**src/rtl/disp_scan_ctrl.sv**
```systemverilog
`default_nettype none
// ============================================================================
// Module   : disp_scan_ctrl
// Brief    : Digit-scan counter, active-low anode decode, frame-synchronous
//            display-source arbiter and edit-field blink generator for a
//            multiplexed 7-segment display.
// Options  : DISP_ALARM_PRIORITY_EN - when defined, alarm_ring forces the
//            RING source at frame boundaries and the previous source is
//            restored once the alarm stops.
// Revision : 1.0 - initial release
// ============================================================================
module disp_scan_ctrl #(
    parameter int NDIG         = 12,
    parameter int BLINK_FRAMES = 42
) (
    input  logic            ckht,
    input  logic            rst,
    input  logic            ena1khz,
    input  logic            btn_mode,
    input  logic            alarm_ring,
    input  logic            edit_en,
    input  logic [3:0]      edit_pos,
    output logic [3:0]      scan_idx,
    output logic [NDIG-1:0] an,
    output logic [1:0]      src_sel,
    output logic            blank,
    output logic            frame_start
);

    // Frame counter width; at least one bit even for a single-frame period.
    localparam int              FW         = (BLINK_FRAMES > 1) ? $clog2(BLINK_FRAMES) : 1;
    localparam logic [3:0]      C_LAST_IDX = 4'(NDIG - 1);
    localparam logic [4:0]      C_NDIG     = 5'(NDIG);
    localparam logic [FW-1:0]   C_FC_MAX   = FW'(BLINK_FRAMES - 1);

    typedef enum logic [1:0] {
        ST_WATCH = 2'd0,
        ST_STOPW = 2'd1,
        ST_ALSET = 2'd2,
        ST_RING  = 2'd3
    } src_e;

    logic [3:0]    scan_q,      scan_d;
    src_e          state_q,     state_d;
    logic          pend_q,      pend_d;
    logic [FW-1:0] frame_cnt_q, frame_cnt_d;
    logic          phase_q,     phase_d;
    logic          fs_q,        fs_d;
`ifdef DISP_ALARM_PRIORITY_EN
    src_e          ret_q,       ret_d;
`else
    // alarm_ring has no function in this build.
    logic          w_unused_alarm;
    assign w_unused_alarm = alarm_ring;
`endif

    logic w_boundary;
    logic w_pos_valid;

    // A frame boundary is the scan tick that takes the last digit back to 0.
    assign w_boundary  = ena1khz && (scan_q == C_LAST_IDX);
    // Out-of-range edit positions never select a digit.
    assign w_pos_valid = ({1'b0, edit_pos} < C_NDIG);

    // State register: scan counter, source FSM, blink timing, frame pulse.
    always_ff @(posedge ckht) begin
        if (rst) begin
            scan_q      <= 4'd0;
            state_q     <= ST_WATCH;
            pend_q      <= 1'b0;
            frame_cnt_q <= '0;
            phase_q     <= 1'b0;
            fs_q        <= 1'b0;
`ifdef DISP_ALARM_PRIORITY_EN
            ret_q       <= ST_WATCH;
`endif
        end else begin
            scan_q      <= scan_d;
            state_q     <= state_d;
            pend_q      <= pend_d;
            frame_cnt_q <= frame_cnt_d;
            phase_q     <= phase_d;
            fs_q        <= fs_d;
`ifdef DISP_ALARM_PRIORITY_EN
            ret_q       <= ret_d;
`endif
        end
    end

    // Scan advance, frame-start pulse and blink-phase timing.
    always_comb begin
        scan_d      = scan_q;
        frame_cnt_d = frame_cnt_q;
        phase_d     = phase_q;
        fs_d        = w_boundary;
        if (ena1khz) begin
            scan_d = w_boundary ? 4'd0 : scan_q + 4'd1;
        end
        if (w_boundary) begin
            if (frame_cnt_q == C_FC_MAX) begin
                frame_cnt_d = '0;
                phase_d     = ~phase_q;
            end else begin
                frame_cnt_d = frame_cnt_q + 1'b1;
            end
        end
    end

    // Source FSM: requests latch in pend, and are acted on only at boundaries.
    always_comb begin
        state_d = state_q;
        pend_d  = pend_q;
`ifdef DISP_ALARM_PRIORITY_EN
        ret_d   = ret_q;
`endif
        // A press in the boundary cycle itself is folded in before the
        // boundary decision so it is consumed on that same edge.
        if (btn_mode && (state_q != ST_RING)) begin
            pend_d = 1'b1;
        end
        if (w_boundary) begin
`ifdef DISP_ALARM_PRIORITY_EN
            if (alarm_ring && (state_q != ST_RING)) begin
                ret_d   = state_q;
                state_d = ST_RING;
                pend_d  = 1'b0;
            end else if (state_q == ST_RING) begin
                if (!alarm_ring) begin
                    state_d = ret_q;
                end
            end else
`endif
            if (pend_d) begin
                pend_d = 1'b0;
                case (state_q)
                    ST_WATCH: state_d = ST_STOPW;
                    ST_STOPW: state_d = ST_ALSET;
                    default:  state_d = ST_WATCH;
                endcase
            end
        end
    end

    // Active-low one-hot anode decode from the registered scan index.
    always_comb begin
        an = '1;
        for (int i = 0; i < NDIG; i++) begin
            an[i] = (scan_q != 4'(i));
        end
    end

    // Blank the edited digit during the off half of the blink period.
    always_comb begin
        blank = edit_en && phase_q && w_pos_valid && (scan_q == edit_pos);
`ifdef DISP_ALARM_PRIORITY_EN
        if (state_q == ST_RING) begin
            blank = 1'b0;
        end
`endif
    end

    assign scan_idx    = scan_q;
    assign src_sel     = state_q;
    assign frame_start = fs_q;

endmodule
`default_nettype wire
```
**config.mk**
```make
export PLATFORM = sky130hd
export DESIGN_NAME = disp_scan_ctrl
export DESIGN_NICKNAME = d
export VERILOG_FILES = /design/src/rtl/disp_scan_ctrl.sv
export SDC_FILE = /design/constraint.sdc
export NUM_CORES = 1
export LEC_CHECK = 0
export CORE_UTILIZATION = 39
export CTS_BUF_LIST = sky130_fd_sc_hd__clkbuf_8 sky130_fd_sc_hd__clkbuf_16
export DETAILED_ROUTE_END_ITERATION = 12
export PLACE_DENSITY = 0.74
export SLEW_MARGIN = 20
export SYNTH_ARGS = -nofsm -noshare
export SYNTH_HDL_FRONTEND = slang
export SYNTH_SLANG_ARGS = --single-unit
export TNS_END_PERCENT = 5
```
**constraint.sdc**
```tcl
create_clock -name ckht -period 1.36 [get_ports ckht]
set_input_delay 0.204 -clock ckht [delete_from_list [all_inputs] [get_ports ckht]]
set_output_delay 0.204 -clock ckht [all_outputs]
set_load 0.01 [all_outputs]
```
==> tab_implementation.tex <==
\begin{tabular}{lr}
\hline
Metric & Value \\
\hline
\multicolumn{2}{l}{\textbf{Layout}} \\
\quad Layout filler cell count & 160 \\
\quad Final net count & 175 \\
\quad Share of cells above drive strength 1 & 29.75\% \\
\quad Number of diodes added for antenna fixing & 0 \\
\quad Most common library cell in the layout ignoring fill and taps & sky130\_fd\_sc\_hd\_\_nand2\_1 \\
\quad Most frequent cells in the layout & 19 x sky130\_fd\_sc\_hd\_\_nand2\_1, 18 x sky130\_fd\_sc\_hd\_\_buf\_4, 14 x sky130\_fd\_sc\_hd\_\_dlygate4sd2\_1 \\
\quad Syn-to-layout area delta & 65.79\% \\
\quad Post-route standard cell area excluding fillers & 1413 um2 \\
\multicolumn{2}{l}{\textbf{Pwr}} \\
\quad P\_sw & 0.2353 mW \\
\quad Static Leakage & 0.5662 nW \\
\quad Share of power burned in combinational logic & 14.2\% \\
\quad Sequential share of power & 48.7\% \\
\quad Tot Pwr & 0.9588 mW \\
\quad Clk pwr share & 37.1\% \\
\quad Internal power of the cells & 0.7235 mW \\
\quad Net Sw Frac & 24.54\% \\
\quad Power Dens Cells & 678.8 nW/um2 \\
\quad Peak supply drop & 0.9040 mV \\
\multicolumn{2}{l}{\textbf{STA}} \\
\quad Setup repair after global routing missed its margin & true \\
\quad Slew @ Worst Pin & 0.2832 ns \\
\quad Setup slack after layout & -0.1150 ns \\
\quad Final number of setup-violating endpoints & 18 \\
\quad Normalized max-slew margin & 81.06\% \\
\quad Fmax & 678.0 MHz \\
\quad Final period utilization & 108.5\% \\
\quad Final period demand of the worst path & 1.475 ns \\
\quad Total count of max-transition violations in the final report & 0 \\
\quad Number of hold-slack violations in the final timing report & 0 \\
\quad Final Hold Slack & 0.5161 ns \\
\quad Clock skew after layout & 0.001018 ns \\
\quad Total Negative Setup Slacks & -1.211 ns \\
\multicolumn{2}{l}{\textbf{Floorplan}} \\
\quad Die ar. & 2376 um2 \\
\quad Die extent in y & 48.74 um \\
\quad Effective utilization at floorplan & 42.56\% \\
\quad Total core area & 2002 um2 \\
\quad Total I/O pin count & 30 \\
\quad Standard-cell rows & 16 \\
\quad Die X & 48.74 um \\
\multicolumn{2}{l}{\textbf{Critical path}} \\
\quad CP Data Arrival Time & 1.27 ns \\
\quad Crit path kind & reg -> out \\
\quad CP endpoint kind & output port \\
\quad Critical-path maximum fanout & 4 \\
\quad Worst Path Required & 1.16 ns \\
\quad Type of element launching the critical path & flop \\
\multicolumn{2}{l}{\textbf{Detailed routing}} \\
\quad Vias per cell & 5.032 \\
\quad Via count & 931 \\
\quad Total routed wirelength & 2304 um \\
\quad Uppermost routed layer & met4 \\
\quad Initial detailed-routing violation count & 17 \\
\quad DRC & 0 \\
\quad Routed wl met3 & 94 um \\
\quad Routed WL per cell & 12.45 um \\
\quad First drt pass iteration count & 4 \\
\quad Detail Route Antenna Nets & 0 \\
\quad Metal-1 WL & 1071 um \\
\quad Wire length on met2 & 1111 um \\
\multicolumn{2}{l}{\textbf{Run status}} \\
\quad Status & finished with violations \\
\quad Failing checks & setup timing \\
\multicolumn{2}{l}{\textbf{Synth}} \\
\quad Fraction of the yosys area taken by sequential cells & 35.24\% \\
\quad Count of distinct cell types in the synthesized netlist & 29 \\
\quad Post-Synthesis Net Count & 126 \\
\quad Most instantiated flip-flop cell in the synthesis netlist & sky130\_fd\_sc\_hd\_\_dfxtp\_1 \\
\quad Number of enable flip-flop cells after synthesis & 0 \\
\quad Mean instance size in the synthesized netlist & 7.746 um2 \\
\quad \#FFs+latches synth & 15 \\
\quad Post-synthesis cell count & 110 \\
\quad Summed instance area of the synthesized netlist & 852.1 um2 \\
\quad Number of warning messages in the yosys log & 0 \\
\quad Fraction of registers with async set or reset after synthesis & 0\% \\
\multicolumn{2}{l}{\textbf{Global route}} \\
\quad Overall Global Routing Usage & 21.11\% \\
\quad Via count of the first global-routing pass & 912 \\
\quad Number of antenna violations at the first check in global routing & 0 \\
\quad Maximum number of pins on one net before global-route repair & 11 \\
\quad Overflow left after global routing & 0 \\
\quad First-pass GRT wire length & 3898 um \\
\multicolumn{2}{l}{\textbf{Clock tree}} \\
\quad Clock root buffer master & sky130\_fd\_sc\_hd\_\_clkbuf\_8 \\
\quad Buffers inserted by post-CTS timing repair & 0 \\
\quad Number of hold buffers added after CTS & 0 \\
\quad Clock-pin transition on the worst setup and hold timing paths & 0.06 ns \\
\quad Worst-case clock buffer depth & 2 \\
\quad Latest clock arrival within the worst-skew pair & 0.25 ns \\
\quad Total clock sinks & 15 \\
\quad Inserted Clock Buffers & 3 \\
\quad CTS tree & done \\
\quad CTS HTree Levels & 1 \\
\multicolumn{2}{l}{\textbf{Placement}} \\
\quad Placed cell areas & 1315 um2 \\
\quad Post-detail-place hpwl & 1738 um \\
\quad Worst slack after detailed placement & -0.5166 ns \\
\quad Weighted congestion at the end of routability-driven global placement & 0.7487 \\
\quad Number of buffer cells added on primary ports & 28 \\
\multicolumn{2}{l}{\textbf{Min path}} \\
\quad Worst min path class & reg -> reg \\
\multicolumn{2}{l}{\textbf{Run}} \\
\quad Max-Cap Viols & 0 \\
\hline
\end{tabular}
==> critical path, cell delays in order (launching register included) <==
cell and delay, ns:
sky130_fd_sc_hd__dfxtp_2 0.37, sky130_fd_sc_hd__buf_6 0.12, sky130_fd_sc_hd__nor2b_4 0.17, sky130_fd_sc_hd__nand2_1 0.08, sky130_fd_sc_hd__dlygate4sd2_1 0.28
==> kinds of logic after synthesis <==
kind of cell | share of synthesized area (%)
xor gates and xnor gates | 6.167
adders and majority gates | 8.810
AOI/OAI and AO/OA | 10.43
DFF | 35.24
buffers and inverters | 4.698
muxes | 2.350
and+or+nand+nor | 32.31
==> registers in the layout, indices dropped and copies added, names as in the netlist <==
| name | count |
|---|---|
| frame_cnt_q | 6 |
| scan_idx | 4 |
| src_sel | 2 |
| frame_start | 1 |
| pend_q | 1 |
| phase_q | 1 |
==> cells in the mapped netlist, drive strengths merged (2+ instances only) <==
cell	instances	area, um2
mux2i	2	20.02
inv	5	18.77
nor2b	2	12.51
xnor2	2	17.52
nand3	3	15.01
or3	3	18.77
nand2b	2	12.51
a31oi	2	12.51
nand2	20	77.58
nor4	2	18.77
a21oi	10	53.80
dfxtp	15	300.3
clkbuf	2	8.750
nand4	2	12.51
buf	2	12.51
xor2	4	35.03
nor3	8	40.04
nor2	13	48.80
ha	6	75.07
==> cell type report <==
type | instances | area [um2] | share of cell area, %
Clock buffer | 3 | 41.29 | 2.923
Clock inverter | 1 | 3.754 | 0.2657
Inverter | 5 | 18.77 | 1.329
Multi-Input combinational cell | 86 | 594.3 | 42.07
Sequential cell | 15 | 310.3 | 21.97
Tap cell | 27 | 33.78 | 2.392
Timing Repair Buffer | 48 | 410.4 | 29.05
==> power groups by stage <==
stage / logic, mW / registers [mW] / clock network, mW
after detailed placement: 0.143 / 0.472 / 0
after global routing: 0.149 / 0.468 / 0.382
after CTS: 0.135 / 0.464 / 0.357
after floorplan: 0.0515 / 0.474 / 0
after global placement: 0.138 / 0.472 / 0
final: 0.136 / 0.467 / 0.356
==> stage by stage <==
step / utilization (%) / std cells
5_1_grt: 70.56 / 185
3_3_place_gp: 65.69 / 181
2_1_floorplan: - / 110
6_report: 70.56 / 185
3_5_place_dp: 65.69 / 181
4_1_cts: 68.50 / 185
==> final timing paths <==
kind | startpoint | to | slack [ns] | cells past startpoint
max reg2reg | scan_idx[1] | frame_cnt_q[5] | -0.10 | 6
max | scan_idx[3] | an[11] | -0.11 | 4
min reg2reg | src_sel[0] | src_sel[0] | 0.52 | 1
min | src_sel[0] | src_sel[0] | 0.52 | 1
==> per-layer routing <==
layer | global-route usage (%) | up-vias
li1 | - | 478
met1 | 26.60 | 425
met2 | 36.34 | 24
met3 | 4.088 | 4
met4 | 5.882 | 0
met5 | 0 | -
==> timing repair <==
item,CTS,global route
resized for setup,42,10
setup endpoints to repair,26,22
pin swaps,4,2
(Power assumes the default switching activity.)
